**config.mk**
```make
export PLATFORM = sky130hd
export DESIGN_NAME = mailbox_ingress_arbiter
export DESIGN_NICKNAME = d
export VERILOG_FILES = /design/src/rtl/xctcmsg_pkg.sv /design/src/rtl/ingress_output_reg.sv /design/src/rtl/mailbox_ingress_arbiter.sv
export SDC_FILE = /design/constraint.sdc
export NUM_CORES = 1
export LEC_CHECK = 0
export CORE_ASPECT_RATIO = 1.25
export CORE_MARGIN = 1
export CORE_UTILIZATION = 44
export CTS_CLUSTER_SIZE = 16
export DETAILED_ROUTE_END_ITERATION = 6
export MAX_ROUTING_LAYER = met4
export PLACE_DENSITY = 0.86
export REMOVE_ABC_BUFFERS = 1
export SETUP_SLACK_MARGIN = 0.1
export SYNTH_ARGS = -nofsm -noshare
export SYNTH_HDL_FRONTEND = slang
export SYNTH_HIERARCHICAL = 1
export SYNTH_SLANG_ARGS = --single-unit
```
**constraint.sdc**
```tcl
create_clock -name clk_i -period 3.6 [get_ports clk_i]
set_clock_uncertainty 0.05 [all_clocks]
set_input_delay 0.36 -clock clk_i [delete_from_list [all_inputs] [get_ports clk_i]]
set_output_delay 0.36 -clock clk_i [all_outputs]
set_load 0.01 [all_outputs]
```
**src/rtl/xctcmsg_pkg.sv**
```systemverilog
// Shared message types and arbitration definitions for the mailbox ingress path.
// Send and receive message layouts are kept bit-identical so loopback traffic can be re-labelled directly.
package xctcmsg_pkg;

   typedef struct packed {
      logic [7:0]  dst_id;
      logic [7:0]  src_id;
      logic [31:0] payload;
   } interface_send_data_t;

   typedef struct packed {
      logic [7:0]  dst_id;
      logic [7:0]  src_id;
      logic [31:0] payload;
   } interface_receive_data_t;

   typedef enum logic {
      ARB_SRC_LOOPBACK = 1'b0,
      ARB_SRC_NETWORK  = 1'b1
   } arb_src_e;

   typedef enum logic [1:0] {
      IDLE      = 2'd0,
      BURST_LB  = 2'd1,
      BURST_NET = 2'd2
   } arb_state_e;

   localparam int ARB_MAX_BURST = 4;

endpackage

```
**src/rtl/ingress_output_reg.sv**
```systemverilog
// One-entry valid/ready register stage; load_i captures data_i/src_i at the next edge.
// Latency 1 cycle; loadable when empty or draining this cycle, so it sustains one message per cycle.
// Contents are held while valid_o=1 and ready_i=0.
module ingress_output_reg
   import xctcmsg_pkg::*;
(
   input  logic                    clk_i,
   input  logic                    rstn_i,
   input  logic                    load_i,
   input  interface_receive_data_t data_i,
   input  logic                    src_i,
   input  logic                    ready_i,
   output logic                    loadable_o,
   output logic                    valid_o,
   output interface_receive_data_t data_o,
   output logic                    src_o
);

   logic                    r_valid;
   interface_receive_data_t r_data;
   logic                    r_src;

   assign loadable_o = !r_valid || ready_i;
   assign valid_o    = r_valid;
   assign data_o     = r_data;
   assign src_o      = r_src;

   always_ff @(posedge clk_i) begin
      if (!rstn_i) begin
         r_valid <= 1'b0;
         r_data  <= '0;
         r_src   <= 1'b0;
      end else if (load_i) begin
         r_valid <= 1'b1;
         r_data  <= data_i;
         r_src   <= src_i;
      end else if (ready_i) begin
         r_valid <= 1'b0;
      end
   end

endmodule

```
**src/rtl/mailbox_ingress_arbiter.sv**
```systemverilog
// Round-robin arbiter with bounded bursts sharing the mailbox write port between loopback and network.
// Latency 1 cycle (registered output stage); readys are low whenever the output stage is stalled.
// Optional grant/stall counters are enabled with XCTCMSG_ARB_STATS_EN.
module mailbox_ingress_arbiter
   import xctcmsg_pkg::*;
#(
   parameter int MAX_BURST = ARB_MAX_BURST
) (
   input  logic                    clk_i,
   input  logic                    rstn_i,
   input  logic                    loopback_valid_i,
   output logic                    loopback_ready_o,
   input  interface_send_data_t    loopback_data_i,
   input  logic                    network_valid_i,
   output logic                    network_ready_o,
   input  interface_receive_data_t network_data_i,
   output logic                    mailbox_valid_o,
   input  logic                    mailbox_ready_i,
   output interface_receive_data_t mailbox_data_o,
   output logic                    grant_src_o
`ifdef XCTCMSG_ARB_STATS_EN
   ,
   output logic [31:0]             stat_lb_grants_o,
   output logic [31:0]             stat_net_grants_o,
   output logic [31:0]             stat_stall_cycles_o
`endif
);

   localparam int BURST_W = $clog2(MAX_BURST + 1);
   localparam logic [BURST_W-1:0] L_MAX = BURST_W'(MAX_BURST);
   localparam logic [BURST_W-1:0] L_ONE = BURST_W'(1);

   arb_state_e              r_state, w_state_nxt;
   arb_src_e                r_last_src;
   logic [BURST_W-1:0]      r_cnt, w_cnt_nxt;
   logic                    w_loadable, w_arb_en;
   logic                    w_gnt_lb, w_gnt_net;
   interface_receive_data_t w_lb_data, w_load_data;

   // Grants are suppressed during reset so no ready leaks out while state is clearing.
   assign w_arb_en = rstn_i && w_loadable;

   always_comb begin
      w_gnt_lb    = 1'b0;
      w_gnt_net   = 1'b0;
      w_state_nxt = r_state;
      w_cnt_nxt   = r_cnt;
      if (w_arb_en) begin
         unique case (r_state)
            IDLE: begin
               if (loopback_valid_i && (!network_valid_i || r_last_src == ARB_SRC_NETWORK))
                  w_gnt_lb = 1'b1;
               else if (network_valid_i)
                  w_gnt_net = 1'b1;
            end
            BURST_LB: begin
               if (loopback_valid_i && (!network_valid_i || r_cnt < L_MAX))
                  w_gnt_lb = 1'b1;
               else if (network_valid_i)
                  w_gnt_net = 1'b1;
            end
            BURST_NET: begin
               if (network_valid_i && (!loopback_valid_i || r_cnt < L_MAX))
                  w_gnt_net = 1'b1;
               else if (loopback_valid_i)
                  w_gnt_lb = 1'b1;
            end
            default: ;
         endcase
         // Staying with the same source extends the burst; any switch restarts it at 1.
         if (w_gnt_lb) begin
            w_state_nxt = BURST_LB;
            w_cnt_nxt   = (r_state != BURST_LB) ? L_ONE : (r_cnt == L_MAX) ? L_MAX : r_cnt + L_ONE;
         end else if (w_gnt_net) begin
            w_state_nxt = BURST_NET;
            w_cnt_nxt   = (r_state != BURST_NET) ? L_ONE : (r_cnt == L_MAX) ? L_MAX : r_cnt + L_ONE;
         end else begin
            w_state_nxt = IDLE;
            w_cnt_nxt   = '0;
         end
      end
   end

   always_ff @(posedge clk_i) begin
      if (!rstn_i) begin
         r_state    <= IDLE;
         r_cnt      <= '0;
         r_last_src <= ARB_SRC_NETWORK;
      end else begin
         r_state <= w_state_nxt;
         r_cnt   <= w_cnt_nxt;
         if (w_gnt_lb || w_gnt_net)
            r_last_src <= w_gnt_net ? ARB_SRC_NETWORK : ARB_SRC_LOOPBACK;
      end
   end

   assign loopback_ready_o = w_gnt_lb;
   assign network_ready_o  = w_gnt_net;
   assign w_lb_data        = loopback_data_i;
   assign w_load_data      = w_gnt_net ? network_data_i : w_lb_data;

   ingress_output_reg u_out (
      .clk_i      (clk_i),
      .rstn_i     (rstn_i),
      .load_i     (w_gnt_lb || w_gnt_net),
      .data_i     (w_load_data),
      .src_i      (w_gnt_net),
      .ready_i    (mailbox_ready_i),
      .loadable_o (w_loadable),
      .valid_o    (mailbox_valid_o),
      .data_o     (mailbox_data_o),
      .src_o      (grant_src_o)
   );

`ifdef XCTCMSG_ARB_STATS_EN
   logic [31:0] r_stat_lb, r_stat_net, r_stat_stall;

   always_ff @(posedge clk_i) begin
      if (!rstn_i) begin
         r_stat_lb    <= '0;
         r_stat_net   <= '0;
         r_stat_stall <= '0;
      end else begin
         if (w_gnt_lb)
            r_stat_lb <= r_stat_lb + 32'd1;
         if (w_gnt_net)
            r_stat_net <= r_stat_net + 32'd1;
         if (mailbox_valid_o && !mailbox_ready_i)
            r_stat_stall <= r_stat_stall + 32'd1;
      end
   end

   assign stat_lb_grants_o    = r_stat_lb;
   assign stat_net_grants_o   = r_stat_net;
   assign stat_stall_cycles_o = r_stat_stall;
`endif

endmodule

```
==> run_results.csv <==
group,metric,value,unit
grt,grt_pass1_vias,2405,
die,start_util,45.2,%
yosys,ys_ff_latch,56,
die,num_rows,34,
yosys,ys.flop_type,"dfxtp_1",
flow_run,cap_violations,0,
detailed_routing,met1Wirelength,2.86,mm
timing,relSlewSlack,59.9,%
clock_tree,cts_resized,0,
clock_tree,cts-hold-fix-buffers,0,
status,status,"finished, final reports clean",
critical_path,worstPathMaxFanout,8,
critical_path,cp-end-kind,"output port",
final_layout,area_growth_syn_to_layout,52.0,%
grt,grt_pass1_wl,11.1,mm
timing,hold_slack,0.423,ns
timing,finalHoldViolCount,0,
yosys,synth_area_leaders,"dfxtp_1 (36%), mux2_4 (23%), mux2i_1 (16%)",
detailed_routing,ant_nets,0,
pwr,cellPowerDensity,329,nW/um2
worst_hold_path,hp-class,"register to register",
grt,grt_max_degree,52,
clock_tree,cts_buffers,5,
detailed_routing,routed_wirelength,7.05,mm
place,place.gp.congestion,0.788,
timing,setup_viol,0,
critical_path,worstPathRequired,3.19,ns
place,portBuffers,152,
final_layout,diodes,0,
clock_tree,clk_pin_slew,0.09,ns
critical_path,cp.arrival,2.10,ns
detailed_routing,vias,2438,
place,preCtsSetupSlack,0.914,ns
yosys,synth_cells,271,
grt,grt.overflow.total,0,
clock_tree,clkSinkCount,56,
detailed_routing,dr.max_layer_used,"met4",
timing,fin_tns_setup,0,ns
die,fp.dieArea,7460,um2
detailed_routing,initialDrtViolationCount,41,
final_layout,layout-drive-gt1-share,15.6,%
die,pin_count,153,
yosys,synth_edf_count,0,
clock_tree,cts_setup_buffers,0,
critical_path,crit_type,"input port to output port",
critical_path,worst_setup_path_start_kind,"input port",
die,core_area,6930,um2
timing,period_share,69.7,%
yosys,synth_warnings,6,
pwr,leakagePower,0.00199,uW
die,die_h,96.3,um
pwr,vdd_drop_max,0.193,mV
final_layout,fin_nets,518,
timing,rsz0062_at_grt,"no",
yosys,synth_top_area_share,35.8,%
yosys,netlist_area,3130,um2
timing,tightest_slew,0.600,ns
yosys,yosysTopAreaCell,"dfxtp_1",
timing,final.setup.worst_slack,1.09,ns
timing,fmax,399,MHz
clock_tree,cts_tree,"done",
clock_tree,cts-htree-levels,2,
place,dp_hpwl,5.50,mm
grt,antenna_found_initial,0,
detailed_routing,dr_wl_met3,271,um
clock_tree,clk_path_buf_depth,2,
timing,slew_viol_final,0,
clock_tree,clockRootBuffer,"clkbuf_8",
yosys,syn_area_per_cell,11.6,um2
detailed_routing,wl_met2,3.83,mm
timing,period_needed,2.51,ns
clock_tree,clk-insertion-delay-late,0.29,ns
yosys,synth_cell_type_count,35,
grt,track_usage,19.3,%
yosys,ys_seq_area_share,35.8,%
detailed_routing,routed_via_density,4.82,
detailed_routing,drcViolationCount,0,
die,die_w,77.5,um
yosys,async_flop_share,0,%
detailed_routing,first_pass_iters,6,
detailed_routing,wire_per_inst,13.9,um
## power breakdown
group / leakage (uW) / total (uW) / switching, uW / internal (uW)
clock network: 0.0000558 / 406 / 196 / 210
logic: 0.00148 / 469 / 160 / 309
registers: 0.000460 / 692 / 27.9 / 664
## cell usage after synthesis, types with 2 or more instances
cell type,n
a21oi_1,3
ha_1,2
mux2i_1,49
o21ai_0,3
inv_1,6
nand2b_1,2
buf_8,5
nor2_1,2
a31oi_1,2
nor2b_1,51
clkbuf_1,6
buf_6,7
nand2_1,9
dfxtp_1,56
mux2_4,48
## cell type report
| cell class | instances | area, um2 |
|---|---|---|
| multi-input combinational | 188 | 1810 |
| inverter | 7 | 26.3 |
| fill | 538 | 2170 |
| timing repair buffer | 157 | 1580 |
| sequential | 56 | 1120 |
| tap | 90 | 113 |
| clock inverter | 2 | 38.8 |
| clock buffer | 6 | 72.6 |
## routing by layer
layer / global-route usage (%) / vias up
li1: - / 1210
met1: 21.9 / 1138
met2: 35.4 / 84
met5: - / -
met3: 2.75 / 6
met4: 5.66 / 0
## metrics by stage
stage          instances  instance area [um2]  utilization, %  total power, uW
6_report             506                 4760            68.7             1570
5_1_grt              506                 4760            68.7             1640
4_1_cts              506                 4760            68.7             1590
3_5_place_dp         498                 4650            67.1             1180
3_3_place_gp         498                 4650            67.1             1170
2_1_floorplan        251                 2940               -              949
## sequential cells by signal, indices dropped and copies added, names as in the netlist
signal,count
r_last_src,1
u_out/valid_o,1
u_out/data_o,48
u_out/src_o,1
r_state,2
r_cnt,3
## cells in the final DEF (no fill, tap or decap), drive strengths merged
master,Yosys,layout
a21oi,3,3
a22o,1,1
buf,14,5
nor3b,1,1
o2111ai,1,1
a211o,1,1
nor2,2,2
and2,2,2
o21ai,5,5
inv,7,8
nand4,2,2
or2b,1,1
and3b,1,1
dfxtp,56,56
bufinv,0,1
ha,2,2
a21boi,1,1
clkbuf,6,6
clkdlybuf4s50,0,152
nand2b,2,2
nor3,1,1
a32o,1,1
nand2,9,9
nand3b,1,1
mux2,48,48
a31oi,2,2
nor2b,51,51
and3,1,1
mux2i,49,49
## worst paths after layout
check / start / end / slack [ns] / cells past startpoint
setup reg to reg: u_out/valid_o / u_out/data_o[5] / 1.45 / 7
hold reg to reg: r_cnt[1] / r_cnt[1] / 0.42 / 2
hold / removal: r_cnt[1] / r_cnt[1] / 0.42 / 2
setup / recovery: loopback_valid_i / network_ready_o / 1.09 / 6
## critical path: stages
cell,delay [ns]
clkdlybuf4s50_1,0.55
nor2b_1,0.20
o21ai_1,0.21
nand4_4,0.14
inv_2,0.11
clkdlybuf4s50_1,0.53
## kinds of logic after synthesis
logic type / synth area share, %
muxes: 38.7
and+or+nand+nor: 14.7
DFF: 35.8
buffers and inverters: 6.87
AOI/OAI and AO/OA: 3.19
adders and majority gates: 0.799
Note: power is estimated with default switching activity, not from simulation.
